$ cat src/rtl/instr_fetch_unit.sv
// Instruction fetch stage: owns the fetch PC and issues one word read at a
// time to instruction memory over a variable-latency req/ack handshake.
// Returned words are queued with their PC and handed to decode with
// valid/ready. Fetch stops on the all-zero word, and a redirect flushes the
// queue and restarts fetch at a new address.
//
// Ports:
//   clk_i, rst_i       clock, async active-high reset
//   imem_req_o         read request, held until imem_ack_i
//   imem_addr_o        word-aligned byte address of the request
//   imem_ack_i         memory returns imem_data_i this cycle
//   imem_data_i        returned instruction word
//   instr_o            head-of-queue instruction
//   instr_pc_o         byte address of instr_o
//   instr_valid_o      queue non-empty
//   instr_ready_i      decode takes the head this cycle
//   redirect_i         flush and restart fetch at redirect_pc_i
//   redirect_pc_i      restart address, low two bits ignored
//   pc_out_o           next address to be requested
//   halt_o             end-of-program word fetched
module instr_fetch_unit #(
    parameter logic [31:0] RESET_PC = 32'd0,
    parameter int          QDEPTH   = 2
) (
    input  logic        clk_i,
    input  logic        rst_i,
    output logic        imem_req_o,
    output logic [31:0] imem_addr_o,
    input  logic        imem_ack_i,
    input  logic [31:0] imem_data_i,
    output logic [31:0] instr_o,
    output logic [31:0] instr_pc_o,
    output logic        instr_valid_o,
    input  logic        instr_ready_i,
    input  logic        redirect_i,
    input  logic [31:0] redirect_pc_i,
    output logic [31:0] pc_out_o,
    output logic        halt_o
);

    localparam int AW = $clog2(QDEPTH);
    localparam logic [AW:0] QFULL = (AW+1)'(QDEPTH);

    typedef enum logic [1:0] {RUN, WAIT, DROP, HALT} state_t;

    state_t        state;
    logic [31:0]   pc;
    logic [31:0]   q_data [QDEPTH];
    logic [31:0]   q_pc   [QDEPTH];
    logic [AW-1:0] rd_ptr;
    logic [AW-1:0] wr_ptr;
    logic [AW:0]   count;

    logic push;
    logic pop;

    // A word is kept only when it answers the live request (not a dropped
    // one), is not the end-of-program marker, and no redirect is flushing.
    always_comb begin
        push = 1'b0;
        pop  = 1'b0;
        if (!redirect_i) begin
            push = (state == WAIT) && imem_ack_i && (imem_data_i != 32'd0);
            pop  = (count != '0) && instr_ready_i;
        end
    end

    always_ff @(posedge clk_i or posedge rst_i) begin
        if (rst_i) begin
            state       <= RUN;
            pc          <= RESET_PC;
            imem_req_o  <= 1'b0;
            imem_addr_o <= 32'd0;
            halt_o      <= 1'b0;
            rd_ptr      <= '0;
            wr_ptr      <= '0;
            count       <= '0;
            for (int i = 0; i < QDEPTH; i++) begin
                q_data[i] <= 32'd0;
                q_pc[i]   <= 32'd0;
            end
        end else begin
            if (redirect_i) begin
                rd_ptr <= '0;
                wr_ptr <= '0;
                count  <= '0;
            end else begin
                if (push) begin
                    q_data[wr_ptr] <= imem_data_i;
                    q_pc[wr_ptr]   <= imem_addr_o;
                    wr_ptr         <= wr_ptr + 1'b1;
                end
                if (pop) begin
                    rd_ptr <= rd_ptr + 1'b1;
                end
                count <= count + {{AW{1'b0}}, push} - {{AW{1'b0}}, pop};
            end

            if (redirect_i) begin
                pc     <= {redirect_pc_i[31:2], 2'b00};
                halt_o <= 1'b0;
                unique case (state)
                    WAIT, DROP: begin
                        // An unanswered request must still complete; its
                        // data is thrown away from DROP.
                        if (imem_ack_i) begin
                            imem_req_o <= 1'b0;
                            state      <= RUN;
                        end else begin
                            state <= DROP;
                        end
                    end
                    RUN, HALT: begin
                        imem_req_o <= 1'b0;
                        state      <= RUN;
                    end
                endcase
            end else begin
                unique case (state)
                    RUN: begin
                        // count is the registered value, so a slot freed
                        // by this cycle's pop is only seen next cycle.
                        if (count < QFULL) begin
                            imem_req_o  <= 1'b1;
                            imem_addr_o <= pc;
                            state       <= WAIT;
                        end
                    end
                    WAIT: begin
                        if (imem_ack_i) begin
                            imem_req_o <= 1'b0;
                            if (imem_data_i != 32'd0) begin
                                pc    <= pc + 32'd4;
                                state <= RUN;
                            end else begin
                                halt_o <= 1'b1;
                                state  <= HALT;
                            end
                        end
                    end
                    DROP: begin
                        if (imem_ack_i) begin
                            imem_req_o <= 1'b0;
                            state      <= RUN;
                        end
                    end
                    HALT: begin
                        imem_req_o <= 1'b0;
                    end
                endcase
            end
        end
    end

    assign instr_o       = q_data[rd_ptr];
    assign instr_pc_o    = q_pc[rd_ptr];
    assign instr_valid_o = (count != '0);
    assign pc_out_o      = pc;

endmodule
$ cat config.mk
export PLATFORM = sky130hd
export DESIGN_NAME = instr_fetch_unit
export DESIGN_NICKNAME = d
export VERILOG_FILES = /design/src/rtl/instr_fetch_unit.sv
export SDC_FILE = /design/constraint.sdc
export NUM_CORES = 1
export LEC_CHECK = 0
export BUFFER_PORTS_ARGS = -buffer_cell sky130_fd_sc_hd__buf_4
export CORE_UTILIZATION = 30
export DETAILED_ROUTE_END_ITERATION = 12
export GPL_ROUTABILITY_DRIVEN = 0
export MAX_ROUTING_LAYER = met4
export SYNTH_ARGS = -nofsm -noshare
export SYNTH_HDL_FRONTEND = slang
export SYNTH_SLANG_ARGS = --single-unit
$ cat constraint.sdc
create_clock -name clk_i -period 10.9 [get_ports clk_i]
set_input_delay 1.09 -clock clk_i [delete_from_list [all_inputs] [get_ports clk_i]]
set_output_delay 1.09 -clock clk_i [all_outputs]
set_load 0.05 [all_outputs]
After elaboration in Yosys (flattened, before gate mapping)
Index checks and enable logic that the tools add are counted.
{"block": "word_totals", "latchBits": 0, "register_bits": 200, "word_cells": 89, "input_bits": 69, "n_memories": 0, "ram_bits": 0, "rom_bits": 0, "out_inout_bits": 131}
{"block": "classes", "shift": 0, "n_reduce_logical": 20, "bitwise": 3, "order_cmp": 4, "eq_ne": 7, "mux": 38, "add_sub_neg": 5, "n_div": 0, "n_mul": 0}
{"op": "32-bit 2-to-1 mux", "count": 11}
{"op": "64-bit bitwise mux", "count": 2}
{"op": "32-bit by 3-bit adder with 32-bit output (second input constant)", "count": 1}
{"op": "32-bit demux with 1-bit select", "count": 1}
{"op": "32-bit nonzero test", "count": 1}
{"op": "2-bit 2-to-1 mux", "count": 7}
{"op": "1-bit 2-to-1 mux", "count": 13}
{"op": "2-bit nonzero test", "count": 6}
{"op": "3-bit inequality test (second input constant)", "count": 3}
{"op": "3-bit AND reduction", "count": 3}
{"op": "2-bit case mux with 3 select lines", "count": 1}
{"op": "2-bit == test (second input constant)", "count": 2}
{"op": "2-bit greater-or-equal comparator (second input constant)", "count": 2}
{"op": "1-bit logical AND", "count": 4}
{"op": "1-bit inverter with 2-bit output", "count": 2}
{"op": "2-bit case mux with 2 select lines", "count": 1}
{"op": "4-bit AND reduction", "count": 1}
{"op": "4-bit nonzero test", "count": 1}
{"op": "2-bit OR reduction", "count": 2}
{"op": "1-bit case mux with 3 select lines", "count": 1}
{"op": "1-bit adder (second input constant)", "count": 2}
{"op": "2-bit by 1-bit adder with 2-bit output", "count": 1}
{"op": "2-bit by 1-bit == test with 1-bit output (second input constant)", "count": 1}
{"op": "2-bit zero test", "count": 1}
{"op": "other kinds (7)", "count": 7}

Depth between registers and ports, before layout
Gate-level depths: netlist of the first run.
{"block": "logic_depth", "depth_word": 7, "depth_mapped": 12, "mapped_depth_nobuf": 11}

Worst setup path after synthesis of the first run
OpenSTA, ideal clock, no wires.
{"block": "synth_timing", "path_type": "input to register", "startpoint": "in imem_data_i[16]", "endpoint": "reg count[1]", "path_slack_ps": 7885, "stages": 10, "arrival_time_ps": 2883, "t_required_ps": 10768, "n_path_buf": 0, "setup_ps": 132, "cell_sequence": "nor4_1 nand4_2 o21ai_4 nand2b_1 ha_1 inv_1 ha_1 xor2_1 xnor2_1 nor2_1"}
{"block": "synth_between", "elab_chain_len": 6}
{"element": "start, declared", "line_no": "30", "text": "input logic [31:0] imem_data_i,"}
{"element": "32-bit nonzero test", "line_no": "63", "text": "push = (state == WAIT) && imem_ack_i && (imem_data_i != 32'd0);"}
{"element": "1-bit logical AND", "line_no": "63"}
{"element": "1-bit 2-to-1 mux", "line_no": "62", "text": "if (!redirect_i) begin"}
{"element": "2-bit by 1-bit adder with 2-bit output", "line_no": "96", "text": "count <= count + {{AW{1'b0}}, push} - {{AW{1'b0}}, pop};"}
{"element": "2-bit by 1-bit subtractor with 2-bit output", "line_no": "96"}
{"element": "2-bit 2-to-1 mux", "line_no": "83", "text": "if (redirect_i) begin"}
{"element": "end signal, assigned", "line_no": "96"}
{"element": "end, declared", "line_no": "52", "text": "logic [AW:0] count;"}
Every way passes these cells.
A chain may end at the register's enable or synchronous reset.

Final worst setup path of the first run
{"block": "layout_timing", "startpoint": "in imem_data_i[16]", "endpoint": "reg q_pc[44] in the netlist's numbering"}
{"block": "layout_between", "elab_chain_len": 4}
{"element": "32-bit nonzero test", "line_no": "63"}
{"element": "1-bit logical AND", "line_no": "63"}
{"element": "1-bit 2-to-1 mux", "line_no": "62"}
{"element": "2-bit AND reduction (no line)"}
{"element": "end signal, assigned by index", "line_no": "90", "text": "q_pc[wr_ptr] <= imem_addr_o;"}
{"element": "end, declared", "line_no": "49", "text": "logic [31:0] q_pc [QDEPTH];"}
Every way passes these cells.

==> metrics list, run 1 <==
- Hold timing on the final database bottoms out at a slack of 492 ps.
* Maximum number of pins on one net before global-route repair: 128
- Average footprint of a synthesized cell: 13.4 um^2
- The clock passes through at most 2 buffers.
- DR pass1 iterations: 5
- 200 I/O pins were placed.
- Detailed-route via count: 6020
* Leak Pwr: 5.13 nW
- Clock buffer count from CTS: 17
* Worst IR Drop VDD: 0.151 mV
* Max FO, Critical Path: 62
- For the worst flop-to-flop path, the logic depth is 6.
- The tree is rooted in a sky130_fd_sc_hd__clkbuf_16.
* Most used cell, CP: sky130_fd_sc_hd__buf_4
* HPWL Detailed: 15.2 mm
- Fill cell total of the finished layout: 2851
- Among all flip-flop cells after synthesis, the most frequent one is sky130_fd_sc_hd__dfrtp_1.
- Die W: 175 um
* Cells after Synth: 670
* Clock tree skew after final layout: 14.6 ps
- The kind of cell with the highest combined delay along the critical path is simple AND/OR/NAND/NOR gates.
- The core region is 29100 um^2.
- The Yosys step of the flow raised 0 warnings.
- CTS tree: done
- Launch instance of the worst register-to-register path: state[1]
- Count of state elements after synthesis: 192
- Max H-tree Level: 4
* Global router's overall resource usage: 15.9%
- Number of stages on the worst hold path: 1
- Die boundary height: 175 um
* Initial antenna violation count: 0
- After detailed routing, the average wire length per cell comes to 18.3 um.
- After detailed routing, the number of vias per cell comes to 4.84.
* FF+latch area: 4810 um^2
* Proportion of synthesized chip area in sequential cells: 53.6%
- Across the run, the number of max-cap violations was 0.
- Instance count on the critical path: 7
* Final-report hold violation count: 0
- Critical path required time: 11210 ps
- Summed over all layers, the global routing overflow is 0.
* Residual DRC: 0
- Counting both buffers and inverters, the worst setup path holds a total of 2.
* Number of nets with antenna violations after detailed routing: 0
- The via count of the first global-routing pass came to 6217.
- At the worst endpoint, the arrival time is 3900 ps.
- Reg2Reg Capture Point: q_pc[63]
- Initial Utilization: 30.8%
- Worst-Skew Late Latency: 430 ps
- Setup violations remaining at the end of the flow were counted as 0.
- Global-route wire length before repair: 36.3 mm
- Worst setup path end: q_pc[44]
- TNS Setup: 0 ps
* Layout Area Growth over Synthesis: 25.5%
- Unrepaired setup endpoints after global routing: no
- Status: finished, final reports clean
* Peak per-stage delay on the critical path: 870 ps
- Kind of end point of the critical path: flop
- For the pin with the worst max-slew slack, the measured transition is 1040 ps.
- Counting flops with a built-in enable in the synthesized netlist gives 0.
* Total number of clock tree sinks: 192
* Count of standard-cell rows: 62
- Path category of the worst min-delay check: reg2reg
* Min Clock Period, post-route: 3590 ps
* Post-CTS setup repair buffer count: 0
* Share of flip-flops with an asynchronous set or reset after synthesis: 100%
* NumNets Final: 924
- Worst setup path startpoint: imem_data_i[16]
* Overall die area: 30600 um^2
- Register clock-pin slew on the reported worst setup and hold paths: 70 ps
- Setup slack on the worst flop-to-flop path: 7960 ps
- Distinct cell type count of the synthesized netlist: 46
* Standard cell with the maximum stage delay on the critical path: sky130_fd_sc_hd__or3_4
* Total of buffers placed on input and output ports: 191
* Total area of multi-input combinational cells: 3880 um^2
* Fraction of layout instances using a drive strength above 1: 52.4%
- Once the clock tree was built, the resizer swapped 0 gates to a different size.
- Routed wire length: 22.8 mm
- Crit Path Category: in2reg
* Synthesized cell area: 8970 um^2
- Power spread over the standard cell area amounts to 299 nW/um^2.
- Max_slew headroom: 30.9%
- Top achievable clock speed: 0.279 GHz
- Hold buffer count at CTS: 0
- Number of DRC markers in iteration 0: 276
- Element type at the critical path start: primary input
- Walking the worst path, the cells encountered are buf_4, nor4_1, nand4_2, buf_4, o21ai_4, or3_4, mux2_2.
- Final slew viol count: 0
- Diodes inserted: 0
- Final cycle utilization of the critical path: 32.9%
cell families (layout without fill, tap and decap cells):
logic type	Yosys count	after routing	share of synthesized area (%)
AOI/OAI and AO/OA	66	66	5.19
other	1	6	0.0418
xor gates and xnor gates	27	27	2.64
adders and majority gates	7	7	0.976
buffers and inverters	51	237	3.53
muxes	220	220	27.6
and+or+nand+nor	106	106	6.47
DFF	192	192	53.6
worst min-delay path by stage:
stage / from / endpoint / slack [ps]
after floorplan: q_data[33] / q_data[33] / 460
after global placement: q_data[40] / q_data[40] / 470
after detailed placement: q_pc[62] / q_pc[62] / 480
after CTS: q_pc[62] / q_pc[62] / 490
after global routing: q_data[14] / q_data[14] / 510
final: q_pc[62] / q_pc[62] / 490
per-layer routing:
| metal | GRT usage, % | vias to the layer above | share of wire, % | wire length (um) |
|---|---|---|---|---|
| met4 | 4.57 | 0 | 1.2 | 279 |
| met5 | - | - | 0 | 0 |
| met3 | 2.79 | 15 | 3.1 | 715 |
| met2 | 24.5 | 129 | 48 | 10900 |
| met1 | 21.3 | 3087 | 48 | 10900 |
| li1 | - | 2789 | - | - |
power by group:
| part | internal, mW | switching [mW] |
|---|---|---|
| clock | 0.307 | 0.313 |
| sequential | 0.966 | 0.184 |
| combinational | 0.599 | 0.996 |
| total | 1.87 | 1.49 |
cell usage after synthesis, drive strengths merged (2+ instances only):
library cell / count / share of area, %
xnor2: 13 / 1.3
buf: 25 / 2.4
a2111oi: 5 / 0.84
or3: 6 / 0.42
nand4: 9 / 0.84
xor2: 14 / 1.4
and2: 3 / 0.21
o2111ai: 8 / 0.78
a31oi: 7 / 0.49
mux2: 219 / 27
clkbuf: 19 / 0.79
nor3: 3 / 0.17
nor2: 13 / 0.54
o211ai: 6 / 0.50
and4: 8 / 0.78
nor2b: 2 / 0.14
dfrtp: 192 / 54
inv: 6 / 0.25
nor4: 11 / 0.77
o21ai: 33 / 2.0
a211oi: 2 / 0.17
nand3: 8 / 0.45
ha: 7 / 0.98
or2: 2 / 0.14
nand2: 33 / 1.4
and3: 4 / 0.28
sequential cells by signal (all words and copies together) (netlist names):
name	cells
halt_o	1
count	2
q_pc	60
rd_ptr	1
wr_ptr	1
imem_req_o	1
state	2
pc_out_o	30
q_data	64
imem_addr_o	30
metrics by stage:
stage,worst slack (ps),utilization [%],instance area [um^2],total power [mW],cells
after floorplan,4580,-,8990,2.31,675
after global placement,6850,36.7,10700,2.75,1213
after detailed placement,6820,36.7,10700,2.78,1213
after CTS,7260,38.7,11300,3.41,1245
final,7310,38.7,11300,3.37,1245
after global routing,7190,38.7,11300,3.53,1245
placed cells by master, fill, tap and decap left out, types with 11 or more instances in the layout:
master                      instances
sky130_fd_sc_hd__dfrtp_1          191
sky130_fd_sc_hd__mux2_1            11
sky130_fd_sc_hd__o21ai_0           32
sky130_fd_sc_hd__nand2_1           33
sky130_fd_sc_hd__clkbuf_16         17
sky130_fd_sc_hd__xnor2_1           13
sky130_fd_sc_hd__nor2_1            13
sky130_fd_sc_hd__mux2_2           208
sky130_fd_sc_hd__buf_4            198
sky130_fd_sc_hd__nor4_1            11
sky130_fd_sc_hd__xor2_1            14
layout make-up:
cell class	count	area share, %
sequential	192	42.7
multi-input combinational	432	34.5
timing repair buffer	198	13.2
tap	384	4.27
clock buffer	18	3.81
clock inverter	14	1.26
inverter	7	0.300
Note: power is estimated with default switching activity, not from simulation.
==> run 2: changes to the inputs <==
--- a/config.mk
+++ b/config.mk
@@ -5,6 +5,7 @@
 export SDC_FILE = /design/constraint.sdc
 export NUM_CORES = 1
 export LEC_CHECK = 0
+export ABC_AREA = 1
 export BUFFER_PORTS_ARGS = -buffer_cell sky130_fd_sc_hd__buf_4
 export CORE_UTILIZATION = 30
 export DETAILED_ROUTE_END_ITERATION = 12
==> constraint.sdc (replaced) <==
create_clock -name clk_i -period 2.95 [get_ports clk_i]
set_input_delay 0.295 -clock clk_i [delete_from_list [all_inputs] [get_ports clk_i]]
set_output_delay 0.295 -clock clk_i [all_outputs]
set_load 0.05 [all_outputs]
==> metrics list, run 2 <==
* Final slew viol count: 0
- WP buf/inv: 2
- TritonCTS created 17 clock buffers.
* Global router's overall resource usage: 19.4%
* Register clock-pin slew on the reported worst setup and hold paths: 80 ps
- In this run the count of I/O pins placed on the die edge is 200.
- The library cells used most frequently in the layout, excluding fill and tap cells, are sky130_fd_sc_hd__nand2_1, sky130_fd_sc_hd__buf_4, sky130_fd_sc_hd__dfrtp_1.
- In this run the deepest clock path goes through 2 buffers.
- The clock drives 192 sinks.
* Fraction of layout instances using a drive strength above 1: 18.7%
* Diodes inserted: 0
- At the end of the flow, the number of nets in the layout was 1574.
* Unrepaired setup endpoints after global routing: no
* Slew at the pin with the worst max-slew slack: 1220 ps
- Peak per-stage delay on the critical path: 630 ps
* Leak Pwr: 6.53 nW
- Each instance of the synthesized netlist takes up on average 7.52 um^2.
- Via count of the first global-routing pass: 9032
* Total of buffers placed on input and output ports: 191
- IR analysis of the VDD net gives a maximum drop of 0.701 mV.
* Drt via density: 4.85
- Share of flip-flops with an asynchronous set or reset after synthesis: 100%
- Min Clock Period, post-route: 2570 ps
- Along the worst hold path, the cell count comes to 3.
* Crit Path Category: reg2reg
- The synthesized design devotes to its leading area cell type 47.1% of total area.
- The share of the Yosys chip area taken by registers is 47.1%.
- Data on the critical path is required at its endpoint by 3320 ps.
* Residual DRC: 0
- Register ranked first by flip-flop count: q_data
- Placeable core region: 33500 um^2
* Distinct cell type count of the synthesized netlist: 30
- Most used cell, CP: sky130_fd_sc_hd__nand2_1
- Layout Area Growth over Synthesis: 21.8%
- Registers with the most flip-flops: q_data: 64 flops, q_pc: 60 flops
* Overall die area: 34800 um^2
- Entering global routing, the biggest net connects 91 pins.
- Die boundary height: 186 um
- Count of standard-cell rows: 67
- For this run the aggregate overflow at the end of global routing stands at 0.
* Clock tree skew after final layout: 18.2 ps
- Instance area at placement: 11800 um^2
- With fillers left out, the area of the finished cells amounts to 12400 um^2.
- Global-route wire length before repair: 51.9 mm
* Max_slew headroom: 18.8%
- Path category of the worst min-delay check: in2reg
* Yosys warning count: 0
- The design draws 13.3 mW.
* Top cells by area, synth: sky130_fd_sc_hd__dfrtp_1, sky130_fd_sc_hd__nand2_1, sky130_fd_sc_hd__nand4_1
- Top flip-flop cell by instance count after synthesis: sky130_fd_sc_hd__dfrtp_1
- In this run the worst path has a maximum fanout of 90.
- The final count of hold timing violations came to 0.
- Power per cell area: 1070 nW/um^2
* Worst Reg2Reg Path Length in Cells: 7
- Worst-Skew Late Latency: 440 ps
- In this run the post-CTS setup repair buffer count came out at 0.
- Initial antenna violation count: 0
- Sink of the worst hold path: pc_out_o[25]
- STA classifies the critical path endpoint as a flop.
- Final worst hold slack: 95.3 ps
* TNS Setup: 0 ps
- Cell types with the highest counts after synthesis: sky130_fd_sc_hd__nand2_1, sky130_fd_sc_hd__dfrtp_1, sky130_fd_sc_hd__nand4_1
- Crit path DAT: 2940 ps
- Based on the critical path, the design can be clocked at up to 0.389 GHz.
* Number of synthesized flops with an enable pin: 0
- The die is 186 um wide.
- CTS tree: done
* Number of DRC markers in iteration 0: 711
- The register with the most flip-flops in the layout has 64 of them.
* Initial Utilization: 30.4%
* Cell with the most instances after synthesis: sky130_fd_sc_hd__nand2_1
- Synthesis produced a netlist whose cell count is 1357.
- The synthesized netlist occupies a cell area of 10200 um^2.
- Root Buffer Master: sky130_fd_sc_hd__clkbuf_16
* Element type at the critical path start: flop
- Critical Path, Cell by Cell: inv_1, ha_1, nand2_1, nor2_4, buf_6, nand4_1, nand2_1
- Status: finished, final reports clean
- Number of nets with antenna violations after detailed routing: 0
* DR pass1 iterations: 5
- Max H-tree Level: 4
* Standard cell with the maximum stage delay on the critical path: sky130_fd_sc_hd__nor2_4
* Avg WL per Cell: 16.6 um
- CP delay by family, top: simple AND/OR/NAND/NOR gates
- The library cell used most frequently in the layout, excluding fill and tap cells, is sky130_fd_sc_hd__nand2_1.
- Reg2Reg Capture Point: q_data[57]
- Across the run, the number of max-cap violations was 0.
- Launch instance of the worst register-to-register path: state[1]
* Count of state elements after synthesis: 192
- Number of endpoints failing setup at the final stage: 0
- Routed wire length: 32.5 mm
- In the finished design, the share of the clock period the worst path needs comes to 87.2%.
- The startpoint identified for the worst hold timing path is redirect_pc_i[25].
* Largest area contributor in the netlist: sky130_fd_sc_hd__dfrtp_1
- HPWL Detailed: 21.2 mm
- Detailed routing inserted a total of 9495 vias.
- Setup slack on the worst flop-to-flop path: 380 ps
==> run 2: routing by layer <==
metal	vias up	routed length [um]	GRT usage [%]
li1	4655	-	-
met1	4538	15600	27.0
met2	269	15000	29.4
met3	33	1290	2.14
met4	0	620	6.01
met5	-	0	-
==> run 2: worst max-delay path by stage <==
stage / slack, ps / to / from / cells past startpoint
after floorplan: 180 / count[0] / rst_i / 1
after global routing: 160 / q_data[22] / state[1] / 7
after CTS: 150 / q_data[62] / state[1] / 7
after global placement: -40 / q_data[27] / state[1] / 7
final: 380 / q_data[57] / state[1] / 7
after detailed placement: -90 / q_data[57] / state[1] / 7
==> run 2: logic make-up after synthesis <==
group | synth area share, %
adder cells (fa/ha/maj) | 0.858
AO/OA/AOI/OAI | 4.14
flip-flops | 47.1
buffers and inverters | 8.28
XOR/XNOR | 0.429
other | 0.0368
AND/OR/NAND/NOR | 39.2
==> run 2: per-stage QoR <==
stage	utilization (%)	cells	setup slack, ps
after detailed placement	35.2	1925	-93.8
after global routing	37.1	1959	157
final	37.1	1959	377
after floorplan	-	1362	179
after CTS	37.0	1959	150
after global placement	35.2	1925	-41.3
==> run 2: area by class of cell <==
cell class	instances	area (um^2)
fill	3536	21100
clock buffer	17	425
tap	448	561
sequential	192	4810
multi-input combinational	1019	4590
inverter	60	231
clock inverter	15	169
timing repair buffer	208	1640
==> run 2: what timing repair did <==
item / 4_1_cts / 5_1_grt
gates resized for setup: 0 / 1
hold buffers: 1 / 0
endpoints found under the setup margin: 90 / 74
endpoints found under the hold margin: 6 / 0
pin swaps: 1 / 0
gates cloned: 1 / 0
==> run 2: worst register-to-register path, cell delays in order, from the launching register on <==
cell                      delay, ps
sky130_fd_sc_hd__dfrtp_1        420
sky130_fd_sc_hd__inv_1          110
sky130_fd_sc_hd__ha_1           180
sky130_fd_sc_hd__nand2_1        190
sky130_fd_sc_hd__nor2_4         630
sky130_fd_sc_hd__buf_6          600
sky130_fd_sc_hd__nand4_1        270
sky130_fd_sc_hd__nand2_1        110
==> run 2: power by group <==
part           switching [mW]  internal [mW]
registers               0.886           3.64
logic                    4.56           1.79
clock network            1.17           1.21
total                    6.62           6.63
